==> src/rtl/counter_pkg.sv <==
// Shared constants and types for the up/down counter core.
package counter_pkg;

    localparam int unsigned COUNT_WIDTH_DEF = 8;
    localparam logic [COUNT_WIDTH_DEF-1:0] COUNT_MAX_DEF = {COUNT_WIDTH_DEF{1'b1}};

    localparam logic CNT_UP   = 1'b1;
    localparam logic CNT_DOWN = 1'b0;

    typedef enum logic [2:0] {
        SEL_HOLD = 3'd0,
        SEL_SET  = 3'd1,
        SEL_LOAD = 3'd2,
        SEL_UP   = 3'd3,
        SEL_DOWN = 3'd4
    } sel_e;

endpackage

==> src/rtl/count_next_sel.sv <==
// Combinational next-count / flag selection for up_down_count_core.
// COUNT_SAT_EN defined: counting clamps at the bounds instead of wrapping.
module count_next_sel
    import counter_pkg::*;
#(
    parameter int CountWidth = COUNT_WIDTH_DEF
) (
    input  logic                  i_set,
    input  logic                  i_load,
    input  logic [CountWidth-1:0] i_preld_val,
    input  logic                  i_enable,
    input  logic                  i_up,
    input  logic [CountWidth-1:0] i_count,
    output logic [CountWidth-1:0] o_next_count,
    output logic                  o_next_zero,
    output logic                  o_next_carry,
    output logic                  o_next_ack
);

    localparam logic [CountWidth-1:0] CountMax  = {CountWidth{1'b1}};
    localparam logic [CountWidth-1:0] CountZero = {CountWidth{1'b0}};
    localparam logic [CountWidth-1:0] CountOne  = {{(CountWidth-1){1'b0}}, 1'b1};

    sel_e                  w_sel;
    logic [CountWidth-1:0] w_next_count;
    logic                  w_next_carry;
    logic                  w_next_ack;

    // Resolve control priority: set > load > count > hold.
    always_comb begin
        w_sel = SEL_HOLD;
        if (i_set) begin
            w_sel = SEL_SET;
        end else if (i_load) begin
            w_sel = SEL_LOAD;
        end else if (i_enable) begin
            if (i_up == CNT_UP) begin
                w_sel = SEL_UP;
            end else begin
                w_sel = SEL_DOWN;
            end
        end else begin
            w_sel = SEL_HOLD;
        end
    end

    // Compute the next count and the event flags for the selected action.
    always_comb begin
        w_next_count = i_count;
        w_next_carry = 1'b0;
        w_next_ack   = 1'b0;
        case (w_sel)
            SEL_SET: begin
                w_next_count = CountMax;
            end
            SEL_LOAD: begin
                w_next_count = i_preld_val;
                w_next_ack   = 1'b1;
            end
            SEL_UP: begin
                if (i_count == CountMax) begin
                    w_next_carry = 1'b1;
`ifdef COUNT_SAT_EN
                    w_next_count = CountMax;
`else
                    w_next_count = CountZero;
`endif
                end else begin
                    w_next_count = i_count + CountOne;
                end
            end
            SEL_DOWN: begin
                if (i_count == CountZero) begin
                    w_next_carry = 1'b1;
`ifdef COUNT_SAT_EN
                    w_next_count = CountZero;
`else
                    w_next_count = CountMax;
`endif
                end else begin
                    w_next_count = i_count - CountOne;
                end
            end
            SEL_HOLD: begin
                w_next_count = i_count;
            end
            default: begin
                w_next_count = i_count;
            end
        endcase
    end

    assign o_next_count = w_next_count;
    assign o_next_zero  = (w_next_count == CountZero);
    assign o_next_carry = w_next_carry;
    assign o_next_ack   = w_next_ack;

endmodule

==> src/rtl/up_down_count_core.sv <==
// Registered up/down counter core with set/load/count priority and event pulses.
// Define COUNT_SAT_EN for saturating rather than wrapping count behaviour.
module up_down_count_core
    import counter_pkg::*;
#(
    parameter int CountWidth = COUNT_WIDTH_DEF
) (
    input  logic                  iClk,
    input  logic                  _iReset,
    input  logic                  iSet,
    input  logic                  iLoad,
    input  logic [CountWidth-1:0] iPreldVal,
    input  logic                  iEnable,
    input  logic                  iUp,
    output logic [CountWidth-1:0] oCountValue,
    output logic                  oZero,
    output logic                  oCarry,
    output logic                  oLoadAck
);

    logic [CountWidth-1:0] r_count;
    logic                  r_zero;
    logic                  r_carry;
    logic                  r_ack;

    logic [CountWidth-1:0] w_next_count;
    logic                  w_next_zero;
    logic                  w_next_carry;
    logic                  w_next_ack;

    count_next_sel #(
        .CountWidth (CountWidth)
    ) u_next_sel (
        .i_set        (iSet),
        .i_load       (iLoad),
        .i_preld_val  (iPreldVal),
        .i_enable     (iEnable),
        .i_up         (iUp),
        .i_count      (r_count),
        .o_next_count (w_next_count),
        .o_next_zero  (w_next_zero),
        .o_next_carry (w_next_carry),
        .o_next_ack   (w_next_ack)
    );

    // Count and flag registers; zero flag registered with the count so they stay aligned.
    always_ff @(posedge iClk or negedge _iReset) begin
        if (!_iReset) begin
            r_count <= {CountWidth{1'b0}};
            r_zero  <= 1'b1;
            r_carry <= 1'b0;
            r_ack   <= 1'b0;
        end else begin
            r_count <= w_next_count;
            r_zero  <= w_next_zero;
            r_carry <= w_next_carry;
            r_ack   <= w_next_ack;
        end
    end

    assign oCountValue = r_count;
    assign oZero       = r_zero;
    assign oCarry      = r_carry;
    assign oLoadAck    = r_ack;

endmodule

==> config.mk <==
export PLATFORM = sky130hd
export DESIGN_NAME = up_down_count_core
export DESIGN_NICKNAME = d
export VERILOG_FILES = /design/src/rtl/counter_pkg.sv /design/src/rtl/count_next_sel.sv /design/src/rtl/up_down_count_core.sv
export SDC_FILE = /design/constraint.sdc
export NUM_CORES = 1
export LEC_CHECK = 0
export ABC_AREA = 1
export CAP_MARGIN = 20
export CORE_MARGIN = 5
export CORE_UTILIZATION = 52
export CTS_CLUSTER_DIAMETER = 40
export DETAILED_ROUTE_END_ITERATION = 12
export MAX_ROUTING_LAYER = met4
export PLACE_DENSITY_LB_ADDON = 0.15
export SYNTH_ARGS = -nofsm -noshare
export SYNTH_HDL_FRONTEND = slang
export SYNTH_SLANG_ARGS = --single-unit
==> constraint.sdc <==
create_clock -name iClk -period 2.8 [get_ports iClk]
set_input_delay 0.56 -clock iClk [delete_from_list [all_inputs] [get_ports iClk]]
set_output_delay 0.56 -clock iClk [all_outputs]
set_load 0.005 [all_outputs]
Word level (Yosys, flattened, before mapping) --
Cells that the tools add are included.
Cells by class: multiplexer cells 11, reduce and logical (&&, ||, !) cells 2, equality and inequality tests 5, $add $sub $neg 2
Operators by type and width (number):
- 8-bit one-hot mux with 4 select lines | 1
- 8-bit zero test | 2
- 8-bit 2-to-1 mux | 2
- 3-bit 2-to-1 mux | 4
- 8-bit by 1-bit adder with 8-bit output (second input constant) | 1
- 8-bit == test (second input constant) | 1
- 8-bit by 1-bit subtractor with 8-bit output (second input constant) | 1
- 3-bit by 2-bit == test with 1-bit output (second input constant) | 2
- 3-bit by 1-bit == test with 1-bit output (second input constant) | 1
- 3-bit == test (second input constant) | 1
- 1-bit 2-to-1 mux | 3
- 1-bit one-hot mux with 2 select lines | 1
Storage, ports and cells: register bits after elaboration 11, output and inout bits 11, input bits 14, word-level logic and storage cells 24

Longest topological paths before layout --
Gate-level depths: netlist (run 1).
depth in word-level cells 7, gate-level depth with buffers 11, gate-level depth less buffers 11

Modules after synthesis --
Synthesis (run 1) repeated with hierarchy kept, for this count alone.
Second synthesis, totals: cells, all modules 153, area, all modules 1119.8 um2
Modules (own cells, without submodules):
- count_next_sel | seq. area each 0.0 um2, area an instance 843.3 um2, cells an instance 142, times used 1
- up_down_count_core | seq. area each 276.5 um2, area an instance 276.5 um2, cells an instance 11, times used 1

Least setup slack after synthesis (run 1) --
Ideal clock, no wire load.
path kind input to register, start input iLoad, end register r_zero, in the netlist oZero, slack 1.276 ns, library setup time 0.074 ns, required time 2.726 ns, arrival 1.449 ns, stages 9, cells stage by stage buf_4 > nor2_4 > nand2_2 > nor2_4 > nand3_1 > a21oi_1 > nor2_1 > nand3_1 > nor2_1
On the way: cells in the longest elaborated chain, start to end 5, elaborated cells between the ends (all ways) 8, classes of those cells 4 x eq/ne; 3 x mux; 1 x reduce/logical
RTL lines:
- from (decl) | line up_down_count_core.sv:11 | input logic iLoad,
- 3-bit 2-to-1 mux * | line count_next_sel.sv:34 | end else if (i_load) begin
- 3-bit 2-to-1 mux * | line count_next_sel.sv:32 | if (i_set) begin
- 3-bit == test, or another cell as far along | line count_next_sel.sv:52 | case (w_sel)
- 8-bit one-hot mux with 4 select lines * | line count_next_sel.sv:52
- via u_next_sel.o_next_count[1] | line count_next_sel.sv:14 | output logic [CountWidth-1:0] o_next_count,
- 8-bit zero test * | line count_next_sel.sv:94 | assign o_next_zero = (w_next_count == CountZero);
- via u_next_sel.o_next_zero | line count_next_sel.sv:15 | output logic o_next_zero,
- to (signal assigned) | line up_down_count_core.sv:55 | r_zero <= w_next_zero;
- to (decl) | line up_down_count_core.sv:22 | logic r_zero;
Mark *: on every way through the listed nets, which the timed path passes. The rest lies on a longest branch.

Final worst setup path (run 1) --
start register r_count[2], in the netlist oCountValue[2], end output oCountValue[2]
RTL lines:
- from (decl) | line up_down_count_core.sv:21 | logic [CountWidth-1:0] r_count;
- from (signal assigned) | line up_down_count_core.sv:49 | r_count <= {CountWidth{1'b0}};
- from (signal assigned) | line up_down_count_core.sv:54 | r_count <= w_next_count;
- to (decl) | line up_down_count_core.sv:15 | output logic [CountWidth-1:0] oCountValue,
No word-level cell between the ends.

==> Flow_metrics.wiki, run 1 <==
{| class="wikitable"
! Metric !! Value
|-
| Top fanout value on the critical path || 11
|-
| Max Cap Violations || 0
|-
| Layout Skew || 0.2331 ps
|-
| Clock Pin Slew Worst Setup and Hold Paths || 60 ps
|-
| Class of the most critical hold timing path || primary input to async pin
|-
| Maximum clock insertion buffer count || 2
|-
| CTS root buf || sky130_fd_sc_hd__clkbuf_4
|-
| Max stage delay on crit path || 590 ps
|-
| Outcome || complete, no violations
|-
| Post-Syn Area per Cell || 6.295 µm²
|-
| Commonest cells after routing, fill and taps aside || 39 x sky130_fd_sc_hd__nand2_1, 24 x sky130_fd_sc_hd__clkdlybuf4s50_1, 21 x sky130_fd_sc_hd__nor2_1
|-
| Total negative slack for setup checks || 0 ps
|-
| Core Area || 1902 µm²
|-
| Endpoint type of the worst setup path || output pin
|-
| Iteration-0 DRC Markers || 33
|-
| YS warnings || 0
|-
| # hold bufs at CTS || 0
|-
| Peak supply drop || 407.8 µV
|-
| Portion of netlist area occupied by mux cells || 0%
|-
| Worst Max-Slew Pin Slew || 474.7 ps
|-
| Library cell with the largest summed area after synthesis || sky130_fd_sc_hd__dfrtp_1
|-
| Most instantiated flip-flop cell in the synthesis netlist || sky130_fd_sc_hd__dfrtp_1
|-
| RSZ-0062 raised after global routing || false
|-
| Cell Area, Placed || 1241 µm²
|-
| Number of instances in the placed design || 206
|-
| Depth of the CTS H-tree || 1
|-
| Worst slew margin || 68.26%
|-
| Effective utilization at floorplan || 52.96%
|-
| Static leakage power || 0.5802 nW
|-
| Tcrit/Tclk final || 71.52%
|-
| Met1 GRT Util || 27.27%
|-
| Total global routing track utilization || 21.39%
|-
| # clock sinks || 11
|-
| Final count of hold timing violations || 0
|-
| Most congested layer reported by global routing || met2
|-
| Final routed wire length divided by cell count || 12.84 µm
|-
| Post-Synthesis Cells || 160
|-
| PwrDens || 351.7 nW/µm²
|-
| Ant. Diodes || 0
|-
| Final core utilization || 66.64%
|-
| Number of placement rows || 16
|-
| Number of cells upsized or downsized after cts || 0
|-
| DR vias || 1,114
|-
| Finish-stage setup viols || 0
|-
| Number of antenna violations at the first check in global routing || 0
|-
| Pin count of the biggest net entering global routing || 12
|-
| Number of synthesized flops with an enable pin || 0
|-
| Async set-reset flop share out of synthesis || 100.0%
|-
| Share of cells above drive strength 1 || 8.743%
|-
| Finished Layout Cells || 210
|-
| WP buf/inv || 1
|-
| Clock latency at the later pin of the worst-skew pair || 260 ps
|-
| Net count of the mapped netlist || 177
|-
| CP delay by family, top || flip-flops
|-
| Post-synthesis sequential area ratio || 27.45%
|-
| Global route total overflow || 0
|-
| WHS || 620.1 ps
|-
| Number of storage elements in the synthesis netlist || 11
|-
| CTS buffer count || 3
|-
| Crit path time final || 2003 ps
|-
| Mapped cell area || 1007 µm²
|-
| Final Max Tran Viols || 0
|-
| GRT met3 Usage || 4.432%
|-
| Placer congestion estimate || 0.9722
|-
| Commonest non-fill, non-tap cell in the layout || sky130_fd_sc_hd__nand2_1
|-
| R2r setup slk || 1030 ps
|-
| Area added between synthesis and finish || 25.84%
|-
| Buffer count from post-CTS setup fixing || 0
|-
| Arrival time at the worst endpoint || 1440 ps
|-
| Routed Antenna Nets || 0
|-
| Largest cells by area after synthesis || sky130_fd_sc_hd__dfrtp_1 25%, sky130_fd_sc_hd__nand2_1 15%, sky130_fd_sc_hd__nand3_1 9.4%
|-
| Unique masters post-synth || 24
|-
| Port Buf Inserts || 24
|-
| Global-route wire length before repair || 4.491 mm
|-
| Kind of critical path || flop to output pin
|-
| Horizontal die dimension || 54.01 µm
|-
| Slowest-stage cell, CP || sky130_fd_sc_hd__dfrtp_1
|-
| Startpoint type of the worst setup path || flop
|-
| DRT Pass-1 Iters || 5
|-
| Y dimension of the die || 54.01 µm
|-
| Total wirelength of the detailed-routed design || 2.696 mm
|-
| Worst path required time || 2240 ps
|-
| Average via count per standard cell || 5.305
|-
| Fraction of synthesized cell area in xor and xnor cells || 0%
|-
| Main combinational cell family by area after synthesis || simple AND/OR/NAND/NOR gates
|-
| Global routing met2 resource utilization || 34.88%
|-
| Residual DRC count || 0
|-
| Placed wire-length estimate || 2.166 mm
|-
| Simple-gate portion of the synthesized area || 44.97%
|-
| Area share of fa/ha/maj cells after synthesis || 3.727%
|-
| Area share of the largest cell type after synthesis || 24.84%
|-
| Area fraction in compound gates after synthesis || 11.30%
|-
| Vias in the first global route || 1,030
|-
| Nets || 201
|-
| Cell area after layout || 1267 µm²
|-
| I/O pin total || 25
|-
| Series of cell instances along the critical path || clkdlybuf4s50_1
|-
| Maximum clock rate || 0.4993 GHz
|-
| Clock tree from TritonCTS || yes
|-
| Die area || 2917 µm²
|}
==> cells in the mapped netlist (2+ instances only) <==
cell type and number:
sky130_fd_sc_hd__a21oi_1 7, sky130_fd_sc_hd__buf_2 2, sky130_fd_sc_hd__buf_6 2, sky130_fd_sc_hd__dfrtp_1 10, sky130_fd_sc_hd__ha_1 3, sky130_fd_sc_hd__inv_1 19, sky130_fd_sc_hd__inv_2 3, sky130_fd_sc_hd__nand2_1 39
sky130_fd_sc_hd__nand2_2 2, sky130_fd_sc_hd__nand3_1 19, sky130_fd_sc_hd__nand4_1 8, sky130_fd_sc_hd__nor2_1 21, sky130_fd_sc_hd__nor2_2 3, sky130_fd_sc_hd__nor2_4 3, sky130_fd_sc_hd__o21ai_0 6, sky130_fd_sc_hd__o21ai_1 4
sky130_fd_sc_hd__o21bai_1 2
==> where the power goes <==
group          leakage [nW]  switching, W  internal, W
registers             0.121     0.0000275     0.000170
logic                 0.444     0.0000781    0.0000669
clock network        0.0150     0.0000485    0.0000551
==> cell type report <==
cell class | count | area (µm²)
Tap cell | 27 | 33.78
Fill cell | 179 | 634.4
Inverter | 23 | 86.33
Timing Repair Buffer | 24 | 240.2
Clock buffer | 4 | 26.28
Sequential cell | 11 | 276.5
Multi-Input combinational cell | 121 | 604.3
==> worst paths after layout <==
| check | to | depth (start not counted) | from |
|---|---|---|---|
| worst min-delay path | oCountValue[0] | 1 | _iReset |
| min in group iClk | oCountValue[7] | 2 | oCountValue[7] |
| worst max-delay path | oCountValue[2] | 1 | oCountValue[2] |
| worst max register to register | oZero | 9 | oCountValue[1] |
| worst min register to register | oCountValue[7] | 2 | oCountValue[7] |
| max in group asynchronous | oZero | 1 | _iReset |
==> metrics by stage <==
stage                power, W  setup slack, ps
global route        0.0004794            693.9
floorplan           0.0002821             1276
finish              0.0004457            797.4
detailed placement  0.0003432            558.9
global placement    0.0003407            619.2
CTS                 0.0004489            784.4
==> state kept, by name, summed over array words and instances (netlist names) <==
register     count
oZero            1
oCountValue      8
oLoadAck         1
oCarry           1
==> per-layer routing <==
| layer | share of wire (%) | wire [µm] |
|---|---|---|
| met5 | 0 | 0 |
| met4 | 1.7 | 47 |
| met3 | 10 | 277 |
| met2 | 48 | 1281 |
| met1 | 40 | 1090 |
==> cell families (layout without fill, tap and decap cells) <==
logic type	after synthesis	count (layout)
AO/OA/AOI/OAI	21	21
adder cells (fa/ha/maj)	3	3
buffers and inverters	28	51
flip-flops	11	11
AND/OR/NAND/NOR	97	97
Power figures use the tool's default switching activity.
==> run 2: changes to the inputs <==
--- a/config.mk
+++ b/config.mk
@@ -8,7 +8,7 @@
 export ABC_AREA = 1
 export CAP_MARGIN = 20
 export CORE_MARGIN = 5
-export CORE_UTILIZATION = 52
+export CORE_UTILIZATION = 44
 export CTS_CLUSTER_DIAMETER = 40
 export DETAILED_ROUTE_END_ITERATION = 12
 export MAX_ROUTING_LAYER = met4
==> constraint.sdc (replaced) <==
create_clock -name iClk -period 1.6 [get_ports iClk]
set_input_delay 0.32 -clock iClk [delete_from_list [all_inputs] [get_ports iClk]]
set_output_delay 0.32 -clock iClk [all_outputs]
set_load 0.005 [all_outputs]
==> run 2 against run 1 <==
  * The flow now finishes with violations (setup timing)
  * Hold slack worse by 240 ps
  * Setup slack worse by 810 ps
  * Register-to-register slack worse by 1000 ps
  * Largest power group is now combinational logic
  * Highest routed layer unchanged
==> Flow_metrics.wiki, run 2 (synthesized netlist as in run 1, its figures left out) <==
{| class="wikitable"
! Metric !! Value
|-
| Tcrit/Tclk final || 100.8%
|-
| Switching power || 0.0003146 W (was 0.0001541 W)
|-
| Startpoint type of the worst setup path || flop (unchanged)
|-
| Die area || 3346 µm² (was 2917 µm²)
|-
| Final count of hold timing violations || 0 (unchanged)
|-
| Endpoint type of the worst setup path || flop (was output pin)
|-
| Total global routing track utilization || 18.71% (was 21.39%)
|-
| Combinational group share of total power || 40.8% (was 32.5%)
|-
| Kind of critical path || flop to flop (was flop to output pin)
|-
| Global route total overflow || 0 (unchanged)
|-
| # hold bufs at CTS || 0 (unchanged)
|-
| Pin count of the biggest net entering global routing || 12 (unchanged)
|-
| Post-place setup slack || -285.9 ps (was 558.9 ps)
|-
| CTS root buf || sky130_fd_sc_hd__clkbuf_4 (unchanged)
|-
| Slowest-stage cell, CP || sky130_fd_sc_hd__dfrtp_2 (was sky130_fd_sc_hd__dfrtp_1)
|-
| Class of the most critical hold timing path || primary input to async pin (unchanged)
|-
| Outcome || complete, but fails checks (was complete, no violations)
|-
| Maximum clock insertion buffer count || 2 (unchanged)
|-
| Core Area || 2191 µm² (was 1902 µm²)
|-
| Violations in the final reports || setup timing
|-
| R2r setup slk || -10 ps (was 1030 ps)
|-
| R2r endpoint || oZero (unchanged)
|-
| Switching part of the total || 35.31% (was 34.58%)
|-
| Commonest non-fill, non-tap cell in the layout || sky130_fd_sc_hd__nand2_1 (unchanged)
|-
| RSZ-0062 raised after global routing || true (was false)
|-
| DR vias || 1,218 (was 1,114)
|-
| Arrival time at the worst endpoint || 1820 ps (was 1440 ps)
|-
| Nets || 222 (was 201)
|-
| Worst slew margin || 67.92% (was 68.26%)
|-
| Depth of the CTS H-tree || 1 (unchanged)
|-
| Total wirelength of the detailed-routed design || 3.212 mm (was 2.696 mm)
|-
| CTS buffer count || 3 (unchanged)
|-
| Global-route wire length before repair || 4.795 mm (was 4.491 mm)
|-
| Peak supply drop || 641.4 µV (was 407.8 µV)
|-
| Commonest cells after routing, fill and taps aside || 35 x sky130_fd_sc_hd__nand2_1, 19 x sky130_fd_sc_hd__nor2_1, 17 x sky130_fd_sc_hd__inv_1, 17 x sky130_fd_sc_hd__nand3_1 (was 39 x sky130_fd_sc_hd__nand2_1, 24 x sky130_fd_sc_hd__clkdlybuf4s50_1, 21 x sky130_fd_sc_hd__nor2_1)
|-
| Layout Skew || 4.022 ps (was 0.2331 ps)
|-
| Residual DRC count || 0 (unchanged)
|-
| Final WS setup || -12.72 ps (was 797.4 ps)
|-
| Series of cell instances along the critical path || buf_6 -> nor2_4 -> nand2_2 -> nand2_1 -> nand2_1 -> o21ai_2 -> nand4_1 -> nor2_1 -> nand3_1 -> nor2_1 (was clkdlybuf4s50_1)
|-
| WP buf/inv || 1 (unchanged)
|-
| Flip-flop count of the largest register after layout || 8 (unchanged)
|-
| Ant. Diodes || 0 (unchanged)
|-
| Final Max Tran Viols || 0 (unchanged)
|-
| Area added between synthesis and finish || 52.67% (was 25.84%)
|-
| I/O pin total || 25 (unchanged)
|-
| DRT Pass-1 Iters || 4 (was 5)
|-
| Y dimension of the die || 57.85 µm (was 54.01 µm)
|-
| Max Cap Violations || 0 (unchanged)
|-
| Clock latency at the later pin of the worst-skew pair || 270 ps (was 260 ps)
|-
| Number of placement rows || 17 (was 16)
|-
| Startpoint of the worst register-to-register path || oCountValue[1] (unchanged)
|-
| Internal Pwr Total || 0.0005762 W (was 0.0002916 W)
|-
| Worst path required time || 1800 ps (was 2240 ps)
|-
| Finish-stage setup viols || 1 (was 0)
|-
| Static leakage power || 0.7115 nW (was 0.5802 nW)
|-
| Placed wire-length estimate || 2.293 mm (was 2.166 mm)
|-
| Port Buf Inserts || 24 (unchanged)
|-
| Final core utilization || 70.19% (was 66.64%)
|-
| Top fanout value on the critical path || 4 (was 11)
|-
| Clock tree from TritonCTS || yes (unchanged)
|-
| Share of cells above drive strength 1 || 28.43% (was 8.743%)
|-
| Power consumption || 0.0008907 W (was 0.0004457 W)
|-
| Routed Antenna Nets || 0 (unchanged)
|-
| Crit path time final || 1613 ps
|-
| Worst Max-Slew Pin Slew || 479.7 ps (was 474.7 ps)
|-
| Placer congestion estimate || 0.8816 (was 0.9722)
|-
| Clock Pin Slew Worst Setup and Hold Paths || 70 ps (was 60 ps)
|-
| Average via count per standard cell || 5.250 (was 5.305)
|-
| # clock sinks || 11 (unchanged)
|-
| Register-to-Register Path Depth || 10 (was 9)
|-
| Total negative slack for setup checks || -12.72 ps (was 0 ps)
|-
| Vias in the first global route || 1,099 (was 1,030)
|-
| CP delay by family, top || simple AND/OR/NAND/NOR gates (was flip-flops)
|-
| Iteration-0 DRC Markers || 33 (unchanged)
|-
| Effective utilization at floorplan || 45.97% (was 52.96%)
|-
| Clk network pwr share || 20.8% (was 23.3%)
|-
| Max stage delay on crit path || 450 ps (was 590 ps)
|-
| Number of antenna violations at the first check in global routing || 0 (unchanged)
|-
| Flop pwr share || 38.4% (was 44.2%)
|-
| PwrDens || 579.3 nW/µm² (was 351.7 nW/µm²)
|-
| Final routed wire length divided by cell count || 13.84 µm (was 12.84 µm)
|-
| Horizontal die dimension || 57.85 µm (was 54.01 µm)
|-
| Maximum clock rate || 0.6201 GHz
|}
-- run 2: cell count changes in the layout (fill, tap and decap cells not counted), sizes merged --
cell           before  now
clkdlybuf4s50      24   16
dlygate4sd2         0    5
dlymetal6s2s        0    3
buf                 0   21
inv                22   23
clkinv              1    0
-- run 2: worst max path at each step --
stage | startpoint | end | slack (ps) | depth (start not counted)
after CTS | oCountValue[5] | oCountValue[5] | 3 | 1
after detailed placement | iSet | oZero | -290 | 10
final | oCountValue[1] | oZero | -10 | 10
after global routing | oCountValue[1] | oZero | -140 | 10
after global placement | iSet | oZero | -280 | 10
after floorplan | oCountValue[1] | oZero | 130 | 11
-- run 2: cell type report --
cell class                 instances  area (µm²)
clock buffer                       4       26.28
fill                             198       653.1
inverter                          23       88.84
multi-input combinational        121       675.6
sequential                        11       285.3
tap                               28       35.03
timing repair buffer              45       426.7
-- run 2: per-layer routing --
layer	GRT usage, %	share of wire (%)	up-vias
li1	-	-	612
met4	4.967	1.6	0
met5	-	0	-
met1	23.13	41	551
met2	30.81	50	51
met3	4.009	7.1	4
-- run 2: metrics by stage --
| stage | instances | cell area (µm²) | hold slack (ps) |
|---|---|---|---|
| after floorplan | 160 | 1007 | 24.41 |
| after CTS | 229 | 1425 | 390.5 |
| after detailed placement | 220 | 1340 | 649.4 |
| after global placement | 220 | 1340 | 655.9 |
| final | 232 | 1538 | 377.0 |
| after global routing | 232 | 1538 | 412.3 |
-- run 2: power groups by stage --
stage | clock [W] | sequential, W | combinational (W)
after floorplan | 0 | 0.000327 | 0.000167
after global placement | 0 | 0.000344 | 0.000289
after detailed placement | 0 | 0.000344 | 0.000292
after CTS | 0.000191 | 0.000337 | 0.000318
after global routing | 0.000212 | 0.000344 | 0.000400
final | 0.000185 | 0.000342 | 0.000364
-- run 2: repair_timing --
| action | 4_1_cts | 5_1_grt |
|---|---|---|
| pin swaps | 0 | 10 |
| setup buffers | 5 | 3 |
| setup endpoints to repair | 9 | 6 |
| resized for setup | 13 | 27 |
